## config.mk

```make
export PLATFORM = sky130hd
export DESIGN_NAME = arbitro_recepcion_flat
export DESIGN_NICKNAME = d
export VERILOG_FILES = /design/src/rtl/arbitro_recepcion_if.sv /design/src/rtl/arbitro_recepcion.sv /design/src/flat_wrapper.sv
export SDC_FILE = /design/constraint.sdc
export NUM_CORES = 1
export LEC_CHECK = 0
export ABC_CLOCK_PERIOD_IN_PS = 2940
export BUFFER_PORTS_ARGS = -buffer_cell sky130_fd_sc_hd__buf_2
export CAP_MARGIN = 20
export CELL_PAD_IN_SITES_DETAIL_PLACEMENT = 1
export CELL_PAD_IN_SITES_GLOBAL_PLACEMENT = 2
export CORE_ASPECT_RATIO = 1.75
export CORE_MARGIN = 5
export CORE_UTILIZATION = 30
export CTS_CLUSTER_DIAMETER = 50
export CTS_CLUSTER_SIZE = 10
export DETAILED_ROUTE_END_ITERATION = 10
export GPL_TIMING_DRIVEN = 1
export PLACE_DENSITY_LB_ADDON = 0.1
export SETUP_SLACK_MARGIN = 0.05
export SLEW_MARGIN = 40
export SYNTH_ARGS = -nofsm -noshare
export SYNTH_HDL_FRONTEND = slang
export SYNTH_SLANG_ARGS = --single-unit
export TNS_END_PERCENT = 50
```

## constraint.sdc

```tcl
create_clock -name clk -period 2.94 [get_ports clk]
set_input_delay 0.441 -clock clk [delete_from_list [all_inputs] [get_ports clk]]
set_output_delay 0.441 -clock clk [all_outputs]
set_load 0.005 [all_outputs]
```

## src/rtl/arbitro_recepcion_if.sv

```systemverilog
// Signal bundle between the D0/D1 source FIFOs, the return-path arbiter and
// the VC0/VC1 destination FIFOs. slave is the arbiter view, master the FIFO side.
interface arbitro_recepcion_if #(
    parameter int WIDTH = 6,
    parameter int CNT_W = 8
);
    logic [WIDTH-1:0] D0_in;
    logic [WIDTH-1:0] D1_in;
    logic             D0_empty;
    logic             D1_empty;
    logic             VC0_pause;
    logic             VC1_pause;
    logic             D0_pop;
    logic             D1_pop;
    logic             VC0_push;
    logic [WIDTH-1:0] VC0_out;
    logic             VC1_push;
    logic [WIDTH-1:0] VC1_out;
    logic [CNT_W-1:0] VC0_count;
    logic [CNT_W-1:0] VC1_count;
    logic             idle;

    modport slave (
        input  D0_in, D1_in, D0_empty, D1_empty, VC0_pause, VC1_pause,
        output D0_pop, D1_pop, VC0_push, VC0_out, VC1_push, VC1_out,
               VC0_count, VC1_count, idle
    );

    modport master (
        output D0_in, D1_in, D0_empty, D1_empty, VC0_pause, VC1_pause,
        input  D0_pop, D1_pop, VC0_push, VC0_out, VC1_push, VC1_out,
               VC0_count, VC1_count, idle
    );
endinterface

```

## src/rtl/arbitro_recepcion.sv

```systemverilog
// Return-path arbiter: round-robin drain of D0/D1 into VC0/VC1 by class bit,
// two-cycle pipeline (pop -> source data -> registered push).
module arbitro_recepcion #(
    parameter int WIDTH = 6,
    parameter int CNT_W = 8
) (
    input logic                  clk,
    input logic                  reset,
    arbitro_recepcion_if.slave   bus
);
    // Handshake: a pop fires only when its source is non-empty and neither
    // sink is paused; pushes are unconditional, the pause margin absorbs the
    // (at most two) words already in flight.
    typedef enum logic {
        SRC_D0 = 1'b0,
        SRC_D1 = 1'b1
    } src_e;

    src_e             last;
    src_e             s1_src;
    logic             s1_valid;
    logic             elig0;
    logic             elig1;
    logic             pop0;
    logic             pop1;
    logic [WIDTH-1:0] word;
    logic             vc0_push_q;
    logic             vc1_push_q;
    logic [WIDTH-1:0] vc0_out_q;
    logic [WIDTH-1:0] vc1_out_q;
    logic [CNT_W-1:0] vc0_count_q;
    logic [CNT_W-1:0] vc1_count_q;

    // Both pauses gate every pop: the destination is unknown until read.
    assign elig0 = !bus.D0_empty && !bus.VC0_pause && !bus.VC1_pause && !reset;
    assign elig1 = !bus.D1_empty && !bus.VC0_pause && !bus.VC1_pause && !reset;

    always_comb begin
        pop0 = 1'b0;
        pop1 = 1'b0;
        if (elig0 && elig1) begin
            if (last == SRC_D1) pop0 = 1'b1;
            else                pop1 = 1'b1;
        end else if (elig0) begin
            pop0 = 1'b1;
        end else if (elig1) begin
            pop1 = 1'b1;
        end
    end

    assign word = (s1_src == SRC_D1) ? bus.D1_in : bus.D0_in;

    always_ff @(posedge clk) begin
        if (reset) begin
            last        <= SRC_D1;
            s1_valid    <= 1'b0;
            s1_src      <= SRC_D0;
            vc0_push_q  <= 1'b0;
            vc1_push_q  <= 1'b0;
            vc0_out_q   <= '0;
            vc1_out_q   <= '0;
            vc0_count_q <= '0;
            vc1_count_q <= '0;
        end else begin
            s1_valid   <= pop0 || pop1;
            vc0_push_q <= 1'b0;
            vc1_push_q <= 1'b0;
            if (pop0 || pop1) begin
                s1_src <= src_e'(pop1);
                last   <= src_e'(pop1);
            end
            if (s1_valid) begin
                if (word[WIDTH-1]) begin
                    vc1_push_q  <= 1'b1;
                    vc1_out_q   <= word;
                    vc1_count_q <= vc1_count_q + CNT_W'(1);
                end else begin
                    vc0_push_q  <= 1'b1;
                    vc0_out_q   <= word;
                    vc0_count_q <= vc0_count_q + CNT_W'(1);
                end
            end
        end
    end

    assign bus.D0_pop    = pop0;
    assign bus.D1_pop    = pop1;
    assign bus.VC0_push  = vc0_push_q;
    assign bus.VC1_push  = vc1_push_q;
    assign bus.VC0_out   = vc0_out_q;
    assign bus.VC1_out   = vc1_out_q;
    assign bus.VC0_count = vc0_count_q;
    assign bus.VC1_count = vc1_count_q;
    assign bus.idle      = !s1_valid && !vc0_push_q && !vc1_push_q && !pop0 && !pop1;
endmodule

```

## src/flat_wrapper.sv

```systemverilog
// flat-port wrapper written by rule: the top's interface ports become plain ports
module arbitro_recepcion_flat 
#(
    parameter int WIDTH = 6,
    parameter int CNT_W = 8
)
  (clk, reset, bus_D0_in, bus_D1_in, bus_D0_empty, bus_D1_empty, bus_VC0_pause, bus_VC1_pause, bus_D0_pop, bus_D1_pop, bus_VC0_push, bus_VC0_out, bus_VC1_push, bus_VC1_out, bus_VC0_count, bus_VC1_count, bus_idle);
  arbitro_recepcion_if #(.WIDTH(WIDTH), .CNT_W(CNT_W)) bus_i ();
  input logic clk;
  input logic reset;
  input wire logic [$bits(bus_i.D0_in)-1:0] bus_D0_in;
  input wire logic [$bits(bus_i.D1_in)-1:0] bus_D1_in;
  input wire logic [$bits(bus_i.D0_empty)-1:0] bus_D0_empty;
  input wire logic [$bits(bus_i.D1_empty)-1:0] bus_D1_empty;
  input wire logic [$bits(bus_i.VC0_pause)-1:0] bus_VC0_pause;
  input wire logic [$bits(bus_i.VC1_pause)-1:0] bus_VC1_pause;
  output wire logic [$bits(bus_i.D0_pop)-1:0] bus_D0_pop;
  output wire logic [$bits(bus_i.D1_pop)-1:0] bus_D1_pop;
  output wire logic [$bits(bus_i.VC0_push)-1:0] bus_VC0_push;
  output wire logic [$bits(bus_i.VC0_out)-1:0] bus_VC0_out;
  output wire logic [$bits(bus_i.VC1_push)-1:0] bus_VC1_push;
  output wire logic [$bits(bus_i.VC1_out)-1:0] bus_VC1_out;
  output wire logic [$bits(bus_i.VC0_count)-1:0] bus_VC0_count;
  output wire logic [$bits(bus_i.VC1_count)-1:0] bus_VC1_count;
  output wire logic [$bits(bus_i.idle)-1:0] bus_idle;
  assign bus_i.D0_in = bus_D0_in;
  assign bus_i.D1_in = bus_D1_in;
  assign bus_i.D0_empty = bus_D0_empty;
  assign bus_i.D1_empty = bus_D1_empty;
  assign bus_i.VC0_pause = bus_VC0_pause;
  assign bus_i.VC1_pause = bus_VC1_pause;
  assign bus_D0_pop = bus_i.D0_pop;
  assign bus_D1_pop = bus_i.D1_pop;
  assign bus_VC0_push = bus_i.VC0_push;
  assign bus_VC0_out = bus_i.VC0_out;
  assign bus_VC1_push = bus_i.VC1_push;
  assign bus_VC1_out = bus_i.VC1_out;
  assign bus_VC0_count = bus_i.VC0_count;
  assign bus_VC1_count = bus_i.VC1_count;
  assign bus_idle = bus_i.idle;
  arbitro_recepcion #(.WIDTH(WIDTH), .CNT_W(CNT_W)) u_core (.clk(clk), .reset(reset), .bus(bus_i));
endmodule
```

# ---- After elaboration in Yosys (flattened, before gate mapping)
# Cells that the tools add are included.
dict set report op_classes {
  n_reduce_logical 25
  bitwise_logic 2
  n_mux 10
  addsub 2
}
# operator count
set ops {}
lappend ops {{adder 8 x 1 -> 8 bit, second input constant} 2}
lappend ops {{logical AND 1 bit} 11}
lappend ops {{logical NOT 1 bit} 10}
lappend ops {{2-to-1 mux 1 bit} 9}
lappend ops {{2-to-1 mux 6 bit} 1}
lappend ops {{AND reduction 2 bit} 2}
lappend ops {{inverter 1 bit} 2}
lappend ops {{OR reduction 2 bit} 1}
lappend ops {{logical OR 1 bit} 1}
dict set report word_totals {
  word_cells 48
  reg_bits 32
  in_bits 18
  out_inout_bits 33
}

# ---- Longest topological paths before layout
# Gate-level depths: netlist (run 1).
dict set report logic_depth {
  depth_word 9
  ltp_mapped 6
  depth_no_buf 4
}

# ---- Least setup slack after synthesis (run 1)
# No wires, ideal clock.
dict set report synth_path {
  kind {register -> register}
  from {register u_core.s1_src}
  to {register u_core.vc0_count_q[7] (netlist: u_core.bus.VC0_count[7])}
  t_required_ps 2819
  period_less_slack_ps 1610
  path_buffers 2
  arrival_time_ps 1490
  slack_ps 1330
  path_stages_with_launch 6
  setup_ps 121
  cell_sequence {dfxtp_1 -> buf_6 -> mux2_4 -> buf_6 -> nor4_1 -> mux2_2}
}
dict set report synth_via {
  elab_chain_cells 3
}
# element line
set synth_lines {}
lappend synth_lines {{from (decl)} arbitro_recepcion.sv:20} ;# src_e s1_src;
lappend synth_lines {{from (signal assigned)} arbitro_recepcion.sv:69} ;# s1_src <= src_e'(pop1);
lappend synth_lines {{2-to-1 mux 6 bit} arbitro_recepcion.sv:51} ;# assign word = (s1_src == SRC_D1) ? bus.D1_in : bus.D0_in;
lappend synth_lines {{inverter 1 bit (no line)} -}
lappend synth_lines {{AND reduction 2 bit (no line)} -}
lappend synth_lines {{to (signal assigned)} arbitro_recepcion.sv:80} ;# vc0_count_q <= vc0_count_q + CNT_W'(1);
lappend synth_lines {{to (decl)} arbitro_recepcion.sv:31} ;# logic [CNT_W-1:0] vc0_count_q;
# Every way passes these cells.
# A chain may end at the register's enable or synchronous reset.

# ---- Final worst setup path (run 1)
dict set report layout_path {
  from {input port bus_D1_empty}
  to {output port bus_idle}
}
dict set report layout_via {
  elab_chain_cells 9
  word_cells_on_any_way 13
  classes_between {4 x mux; 9 x reduce/logical}
}
# element line
set layout_lines {}
lappend layout_lines {{from (decl)} flat_wrapper.sv:14} ;# input wire logic [$bits(bus_i.D1_empty)-1:0] bus_D1_empty;
lappend layout_lines {{logical NOT 1 bit *} arbitro_recepcion.sv:36} ;# assign elig1 = !bus.D1_empty && !bus.VC0_pause && !bus.VC1_pause && !reset;
lappend layout_lines {{logical AND 1 bit * (3 in a row)} arbitro_recepcion.sv:36}
lappend layout_lines {{2-to-1 mux 1 bit or logical AND 1 bit (tied branches)} {arbitro_recepcion.sv:46, arbitro_recepcion.sv:41}}
lappend layout_lines {{2-to-1 mux 1 bit (on tied branches)} {arbitro_recepcion.sv:44, arbitro_recepcion.sv:41}}
lappend layout_lines {{2-to-1 mux 1 bit or logical NOT 1 bit (tied branches)} {arbitro_recepcion.sv:41, arbitro_recepcion.sv:94}}
lappend layout_lines {{logical NOT 1 bit or logical AND 1 bit (tied branches)} arbitro_recepcion.sv:94} ;# assign bus.idle = !s1_valid && !vc0_push_q && !vc1_push_q && !pop0 && !pop1;
lappend layout_lines {{logical AND 1 bit *} arbitro_recepcion.sv:94}
lappend layout_lines {{to (decl)} flat_wrapper.sv:25} ;# output wire logic [$bits(bus_i.idle)-1:0] bus_idle;
# Every way passes the cells marked *; elsewhere a longest branch is shown, timed or not.

==> results of run 1 <==
[per-stage QoR]
step	setup WS, ns	cells	total power, W
after CTS	1.08	257	0.000909
final	1.10	257	0.000893
after floorplan	1.33	159	0.000503
after global routing	0.984	257	0.000943
after global placement	1.05	250	0.000532
after detailed placement	1.10	250	0.000534
[flip-flops by register name, indices dropped and copies added, names as in the netlist]
name	count
u_core.last	1
u_core.bus.VC0_out	5
u_core.bus.VC0_push	1
u_core.bus.VC1_count	8
u_core.s1_valid	1
u_core.bus.VC1_out	6
u_core.bus.VC1_push	1
u_core.bus.VC0_count	8
u_core.s1_src	1
[cell usage in the layout (no fill, tap or decap), types with 4 or more instances in the layout]
cell type	count
a211oi_1	10
o21ai_0	5
mux2_2	4
nor3_1	6
nand3_1	9
clkbuf_8	7
o31ai_1	6
mux2i_1	6
inv_1	4
a21oi_1	22
or4_1	6
nor2b_1	4
nor2_1	11
buf_2	49
dfxtp_1	32
[worst min path at each step]
stage                             to
2_1_floorplan  u_core.bus.VC1_out[5]
3_3_place_gp   u_core.bus.VC1_out[5]
3_5_place_dp   u_core.bus.VC1_out[5]
4_1_cts              u_core.s1_valid
5_1_grt              u_core.s1_valid
6_report             u_core.s1_valid
[power by group]
| group | internal [W] | total [W] | switching [W] | leakage [nW] |
|---|---|---|---|---|
| sequential | 0.000441 | 0.000449 | 0.00000729 | 0.259 |
| combinational | 0.0000289 | 0.0000739 | 0.0000450 | 0.425 |
| clock | 0.000208 | 0.000371 | 0.000162 | 0.0503 |
[critical path, cell delays in order]
cell       delay, ns
buf_2           0.12
a2111oi_0       0.59
nor4_1          0.10
buf_2           0.16
[layout make-up]
| cell class | instances | area share (%) |
|---|---|---|
| inverters | 4 | 0.837 |
| clock buffers | 7 | 5.37 |
| well taps | 52 | 3.63 |
| multi-input cells | 110 | 39.5 |
| flip-flops and latches | 32 | 35.7 |
| repair buffers | 52 | 14.9 |
[metal layers]
layer | GRT usage (%) | wire (um)
met4 | 6.37 | 80
met5 | 0 | 0
met1 | 16.6 | 1800
met3 | 4.99 | 260
met2 | 22.2 | 1940
[cells by family (layout without fill, tap and decap cells)]
logic type / count (synthesis) / after routing
AOI/OAI and AO/OA: 49 / 49
DFF: 32 / 32
and+or+nand+nor: 47 / 47
muxes: 11 / 11
buffers and inverters: 17 / 63
other: 1 / 1
adders and majority gates: 2 / 2
==> summary.txt, run 1 <==
Synth
  – Synthesized instance count: 159
  – Simple-gate share of the synthesized area: 17.6%
  – Largest family of logic cells by synthesized area: compound AO/OA/AOI/OAI gates
  – Synth Area in Compound Gates: 21.4%
  – Mean post-synth cell area: 9.03 um2
  – Number of synthesized register bits: 32
  – Net Count, Synth: 179
  – Post-synthesis xor/xnor area fraction: 0%
  – Count leader, synth: dfxtp_1
  – Synth warn: 0
  – Post-synth EDFFs: 0
  – Area leader, netlist: dfxtp_1
  – Synth top area share: between 40% and 50%
  – Synth Area in Adders: under 10%
  – Async SR Flop Fraction: 0%
  – Most frequent cells after synthesis: 32 x dfxtp_1, 22 x a21oi_1, 11 x nor2_1, 10 x a211oi_1, 9 x nand3_1
  – Mux share of post-synthesis cell area: under 10%
  – Synth area leaders: dfxtp_1 45%, a21oi_1 7.7%, a211oi_1 5.2%
  – Seq/Total Area, Yosys: 44.6%
  – Synthesized cell area: 1440 um2
  – Distinct cells, synth: 30
  – Primary FF master, synth: dfxtp_1

CTS
  – Total CTS buffers: 5
  – Hold-fix buffer count after cts: 0
  – Clock transition at path regs: 0.07 ns
  – Maximum clock insertion buffer count: 2
  – CTS Sinks: 32
  – Post-CTS sizing: 0
  – Setup Fix Bufs, Post-CTS: 0
  – CTS root buf: clkbuf_8
  – Worst-skew pair later-pin latency: around 0.28 ns
  – H-tree lvl count: 2
  – CTS tree: yes

Setup path
  – Reg2reg start: u_core.s1_src
  – Reg2Reg Setup Slack: about 1.2 ns
  – Critical R2R Capture: u_core.bus.VC0_count[7]
  – Setup Crit Path Kind: in -> out
  – Largest fanout on the critical path: 4
  – Crit path from: bus_D1_empty
  – Crit path capture: bus_idle
  – WP data required: 2.50 ns
  – Critical Path Start Type: input pin
  – Critical Path AT: 1.40 ns
  – Critical Path Sink Type: output port
  – Reg2reg path depth: 3

Timing
  – Setup TNS: 0 ns
  – Final setup fails: 0
  – Count of final max-slew check failures: 0
  – Final hold viol count: 0
  – Minimum clock period after layout: 1.84 ns
  – Slew of the pin with the lowest slew margin: 0.593 ns
  – Fin Clk Skew: around 0.0022 ns
  – Final hold slack: roughly 0.38 ns
  – Period utilisation layout: 62.7%
  – Fmax: ~540 MHz
  – RSZ-0062 raised after global routing: no
  – Rel. slew slack: 59.5%

Die
  – # IOs: 51
  – Core area: 4670 um2
  – Initial Util: 30.8%
  – Die width: between 60 and 70 um
  – Die Y: roughly 100 um
  – Num rows: 33
  – Die Area: 6330 um2

Placed design
  – GPL Wtd Cong: 0.705
  – DP HPWL: 3.03 mm
  – Port-buffer cells: 49
  – DP Area: approximately 1700 um2

Route
  – Iteration-0 DRC Markers: 21
  – DRT Pass-1 Iters: 4
  – DR DRC count: 0
  – Via Count: 1356
  – Routed Antenna Nets: 0
  – Via density: 5.28
  – Post-DR wirelength/cell: between 15 and 20 um
  – Total wire length after detailed routing: just over 4 mm

Power and ir drop
  – PD cells: 498 nW/um2
  – Leakage Power: 0.734 nW
  – Peak VDD IR: 0.000269 V

GRT
  – Largest net degree at the start of global routing: 40
  – Grt ovf: 0
  – Antenna violations before repair: 0
  – All-layer global routing usage: 13.9%
  – Vias in the first global route: 1397
  – First-pass GRT wire length: 7.05 mm

Finish
  – Antenna fix cells: 0
  – Fin util: approximately 38%
  – Share of cells above drive strength 1: 32.2%
  – Register Area: between 600 and 700 um2
  – Fin area: about 1800 um2
  – # nets final: between 200 and 250
  – Filler Cell Count: roughly 580
  – P&R area growth vs syn: 24.9%
  – Area occupied by multi-input gates: roughly 710 um2

Worst hold path
  – HP Start: reset
  – HP Class: in -> reg
  – Hold Path Depth: 2

Outcome
  – Outcome: finished, final reports clean

Flow run
  – Number of max-cap violations: 0
No activity file was read; power rests on OpenSTA's default activity.
==> inputs of run 2 (changes only) <==
- ABC_AREA: unset -> 1
- ABC_CLOCK_PERIOD_IN_PS: 2940 -> 1760
- CORE_UTILIZATION: 30 -> 25
- clock period: 2.94 -> 1.76 ns (I/O delays scaled with it)
==> summary.txt, run 2 <==
Route
  – Total wire length after detailed routing: 4.44 mm
  – Post-DR wirelength/cell: 12.7 um
  – Iteration-0 DRC Markers: 33
  – Routed Antenna Nets: 0
  – Via density: 4.35
  – DR DRC count: 0
  – Via Count: 1524
  – DRT Pass-1 Iters: 4

GRT
  – Grt ovf: 0
  – Vias in the first global route: ~1600
  – Largest net degree at the start of global routing: 16
  – First-pass GRT wire length: 7.41 mm
  – All-layer global routing usage: approximately 13%
  – Antenna violations before repair: 0

Synth
  – Synth area leaders: dfxtp_1 43%, nand2_1 15%, nor2_1 10%
  – Post-synth EDFFs: 0
  – Most frequent cells after synthesis: 59 x nand2_1, 40 x nor2_1, 32 x dfxtp_1, 26 x inv_1, 14 x a21oi_1
  – Area leader, netlist: dfxtp_1
  – Synthesized cell area: 1480 um2
  – Primary FF master, synth: dfxtp_1
  – Largest family of logic cells by synthesized area: simple AND/OR/NAND/NOR gates
  – Number of synthesized register bits: 32
  – Synth Area in Adders: 1.69%
  – Async SR Flop Fraction: 0%
  – Synth top area share: 43.2%
  – Mux share of post-synthesis cell area: 0%
  – Distinct cells, synth: 26
  – Synth warn: 0
  – Seq/Total Area, Yosys: 43.2%
  – Synthesized instance count: 218
  – Post-synthesis xor/xnor area fraction: 2.36%
  – Synth Area in Compound Gates: between 10% and 20%
  – Simple-gate share of the synthesized area: 31.4%
  – Count leader, synth: nand2_1
  – Net Count, Synth: 238
  – Mean post-synth cell area: 6.81 um2

Timing
  – RSZ-0062 raised after global routing: no
  – Final hold viol count: 0
  – Final hold slack: 0.287 ns
  – Period utilisation layout: between 80% and 90%
  – Count of final max-slew check failures: 0
  – Minimum clock period after layout: 1.44 ns
  – Final setup fails: 0
  – Fmax: 692 MHz
  – Setup TNS: 0 ns
  – Fin Clk Skew: 0.00673 ns

Die
  – Core area: 5830 um2
  – Initial Util: 25.4%
  – Num rows: 37
  – Die width: approximately 68 um
  – Die Y: 112 um
  – # IOs: slightly above 50
  – Die Area: 7640 um2

Worst hold path
  – HP Class: in -> reg

Placed design
  – GPL Wtd Cong: 0.731
  – Port-buffer cells: 49
  – DP HPWL: 3.52 mm
  – DP Area: 1810 um2

CTS
  – Total CTS buffers: 5
  – Hold-fix buffer count after cts: 0
  – H-tree lvl count: 2
  – Worst-skew pair later-pin latency: 0.28 ns
  – Clock transition at path regs: approximately 0.06 ns
  – Setup Fix Bufs, Post-CTS: 0
  – Maximum clock insertion buffer count: 2
  – CTS Sinks: 32
  – Post-CTS sizing: 0
  – CTS tree: yes
  – CTS root buf: clkbuf_8

Finish
  – Commonest non-fill, non-tap cells in the layout: 59 x nand2_1, 49 x buf_2, 40 x nor2_1, 32 x dfxtp_1, 26 x inv_1
  – Share of cells above drive strength 1: 25.0%
  – Fin util: around a third
  – Most common cell after layout, fill and taps aside: nand2_1
  – # nets final: just under 300
  – Antenna fix cells: 0
  – Filler Cell Count: around 800
  – Fin area: a little under 2000 um2
  – P&R area growth vs syn: 30.6%

Setup path
  – CP delay by family, top: buffers and inverters
  – Critical Path Start Type: input pin
  – Crit path buf inv count: 5
  – Most used cell, CP: inv_1
  – Setup Crit Path Kind: in -> out
  – Critical Path Sink Type: output port
  – Largest fanout on the critical path: 3
  – Critical Path AT: 1.18 ns
  – Crit-path cells: buf_2 > inv_1 > nand2_1 > nor2_1 > inv_1 > o21ai_0 > inv_1 > buf_2
  – WP data required: 1.50 ns
  – Worst path slowest cell: o21ai_0
  – Crit-path max cell delay: roughly 0.23 ns

Power and ir drop
  – Leakage Power: 0.953 nW
  – PD cells: 855 nW/um2
  – Peak VDD IR: 0.000403 V

Flow run
  – Number of max-cap violations: 0

Outcome
  – Outcome: finished, final reports clean
-- run 2: cell types whose count changed after synthesis, moves of 8 or more --
cell / before / now
a211oi_1: 10 / 0
nor2_1: 11 / 40
inv_1: 4 / 26
nand2_1: 2 / 59
a21oi_1: 22 / 14
-- run 2: cell type report --
| cell class | count | area [um2] | area share (%) |
|---|---|---|---|
| Tap cell | 78 | 97.6 | 5.04 |
| Multi-Input combinational cell | 152 | 696 | 35.9 |
| Clock inverter | 1 | 30.0 | 1.55 |
| Timing Repair Buffer | 53 | 275 | 14.2 |
| Clock buffer | 7 | 96.3 | 4.97 |
| Sequential cell | 32 | 641 | 33.1 |
| Inverter | 27 | 103 | 5.29 |
-- run 2: tightest hold or removal path: stages --
cell	delay, ns
buf_2	0.08
nor2_1	0.07
o21bai_1	0.12
-- run 2: routing by layer --
layer / GRT usage, % / share of wire, %
met1: 12.4 / 37
met2: 24.4 / 57
met3: 2.93 / 4.3
met4: 4.78 / 1.6
met5: 0 / 0
-- run 2: per-stage QoR --
stage               total power (W)  cells  setup WS (ns)
finish                      0.00166    350          0.315
global route                0.00174    350          0.116
CTS                         0.00169    350          0.310
detailed placement         0.000906    342          0.319
global placement           0.000905    342          0.284
floorplan                  0.000845    218          0.647
-- run 2: kinds of logic after synthesis --
logic type | count (synthesis)
buffers and inverters | 34
flip-flops | 32
XOR/XNOR | 4
AND/OR/NAND/NOR | 113
AO/OA/AOI/OAI | 32
other | 1
adder cells (fa/ha/maj) | 2
-- run 2: worst paths after layout --
check / start / endpoint / slack, ns / cells after the start
worst max-delay path: bus_VC0_pause / bus_D1_pop / 0.32 / 8
worst min-delay path: bus_D0_empty / u_core.last / 0.29 / 3
worst max register to register: u_core.s1_src / u_core.bus.VC1_count[6] / 0.41 / 7
worst min register to register: u_core.bus.VC0_out[3] / u_core.bus.VC0_out[3] / 0.48 / 2
-- run 2: power by group --
group	internal (W)	switching, W
sequential	0.000740	0.0000129
clock	0.000499	0.000273
combinational	0.0000524	0.0000785
==> inputs of run 3 (changes only) <==
- ABC_CLOCK_PERIOD_IN_PS: 1760 -> 1200
- CORE_UTILIZATION: 25 -> 23
- clock period: 1.76 -> 1.2 ns (I/O delays scaled with it)
==> summary.txt, run 3 (same netlist as run 2, synthesis figures left out) <==
CTS
  – Hold-fix buffer count after cts: 0
  – H-tree lvl count: 2
  – Maximum clock insertion buffer count: 2
  – Total CTS buffers: 5
  – CTS tree: yes
  – CTS Sinks: 32
  – CTS root buf: clkbuf_8
  – Clock transition at path regs: ~0.070 ns
  – Worst-skew pair later-pin latency: 0.28 ns

Setup path
  – Largest fanout on the critical path: 2
  – Critical Path AT: 0.99 ns
  – Worst path slowest cell: dfxtp_2
  – WP data required: 1.02 ns
  – Crit path buf inv count: 1
  – Critical Path Start Type: flop
  – CP delay by family, top: flip-flops
  – Crit-path max cell delay: approximately 0.33 ns
  – Critical Path Sink Type: output port
  – Setup Crit Path Kind: reg -> out
  – Crit-path cells: nor4_2 > buf_2

Worst hold path
  – HP Class: in -> reg

Die
  – Die Area: 8220 um2
  – Die width: 70.7 um
  – Initial Util: 23.8%
  – # IOs: 51
  – Core area: 6230 um2
  – Num rows: 38
  – Die Y: 116 um

Route
  – Via Count: about 1600
  – Via density: 4.30
  – Iteration-0 DRC Markers: 47
  – Total wire length after detailed routing: 4.88 mm
  – Routed Antenna Nets: 0
  – DR DRC count: 0
  – Post-DR wirelength/cell: 12.8 um
  – DRT Pass-1 Iters: 4

Power and ir drop
  – Leakage Power: 1.11 nW
  – Peak VDD IR: 0.000426 V
  – PD cells: roughly 1000 nW/um2

Finish
  – Most common cell after layout, fill and taps aside: nand2_1
  – Share of cells above drive strength 1: 44.0%
  – Antenna fix cells: 0
  – # nets final: between 300 and 400
  – Commonest non-fill, non-tap cells in the layout: 55 x nand2_1, 49 x buf_2, 31 x nor2_1, 24 x buf_4, 22 x dfxtp_1
  – P&R area growth vs syn: 55.6%
  – Fin util: 37.1%
  – Post-route insts no fill: 380

GRT
  – Largest net degree at the start of global routing: 16
  – Vias in the first global route: 1724
  – First-pass GRT wire length: 7.96 mm
  – Grt ovf: 0
  – All-layer global routing usage: 12.4%
  – Antenna violations before repair: 0

Timing
  – RSZ-0062 raised after global routing: yes
  – Count of final max-slew check failures: 0
  – Final hold viol count: 0
  – Final setup fails: 0
  – Final hold slack: around 0.18 ns
  – Fmax: roughly 850 MHz
  – Setup WS post-layout: 0.0265 ns
  – Fin Clk Skew: 0.00323 ns
  – Period utilisation layout: between 90% and 100%
  – Minimum clock period after layout: between 1 and 1.5 ns

Flow run
  – Number of max-cap violations: 0

Placed design
  – Port-buffer cells: around 50
  – DP HPWL: 3.72 mm
  – DP Worst Slack: -0.0636 ns
  – Placed Cells: about 370
  – GPL Wtd Cong: just over 0.7

Outcome
  – Outcome: finished, final reports clean
==> run 3: changes by cell type in the layout (fill, tap and decap cells not counted), sizes merged <==
cell / previous run / this run
clkinv: 1 / 2
nand2: 61 / 63
buf: 53 / 79
clkbuf: 7 / 6
==> run 3: worst paths after layout <==
| kind | start | end | slack (ns) | cells past startpoint |
|---|---|---|---|---|
| worst max-delay path | u_core.bus.VC0_push | bus_idle | 0.03 | 2 |
| worst min register to register | u_core.bus.VC0_out[2] | u_core.bus.VC0_out[2] | 0.46 | 2 |
| worst max register to register | u_core.s1_src | u_core.bus.VC1_out[4] | 0.03 | 5 |
| worst min-delay path | bus_D0_empty | u_core.last | 0.18 | 3 |
==> run 3: worst min-delay path, stage by stage <==
cell and delay (ns):
buf_2 0.10, nor2_4 0.04, o21bai_1 0.10
==> run 3: through the flow <==
step | setup TNS, ns | cell area (um2) | total power (W)
after floorplan | 0 | 1480 | 0.00124
after global placement | -0.302 | 1970 | 0.00136
after detailed placement | -0.534 | 1970 | 0.00136
after CTS | 0 | 2220 | 0.00244
after global routing | -0.191 | 2310 | 0.00254
final | 0 | 2310 | 0.00241
==> run 3: power by group <==
group	switching, W	internal, W
clock	0.000407	0.000616
sequential	0.0000223	0.00108
combinational	0.000151	0.000128
==> run 3: layer usage <==
layer	track usage (%)	wire length (um)
met3	2.24	177
met2	25.4	2910
met4	4.52	54
met5	0	0
met1	11.9	1740
==> run 3: area by class of cell <==
| cell class | count | area, um2 |
|---|---|---|
| sequential | 32 | 658 |
| timing repair buffer | 79 | 502 |
| tap | 80 | 100 |
| inverter | 27 | 114 |
| clock buffer | 6 | 72.6 |
| clock inverter | 2 | 35.0 |
| multi-input combinational | 154 | 827 |
| fill | 806 | 3920 |
==> run 3: repair_timing <==
| action | in CTS | in global routing |
|---|---|---|
| pin swaps | 5 | 12 |
| buffers inserted | 3 | 2 |
| resized for setup | 33 | 31 |
| setup endpoints to repair | 30 | 29 |
| gates cloned | 2 | 0 |
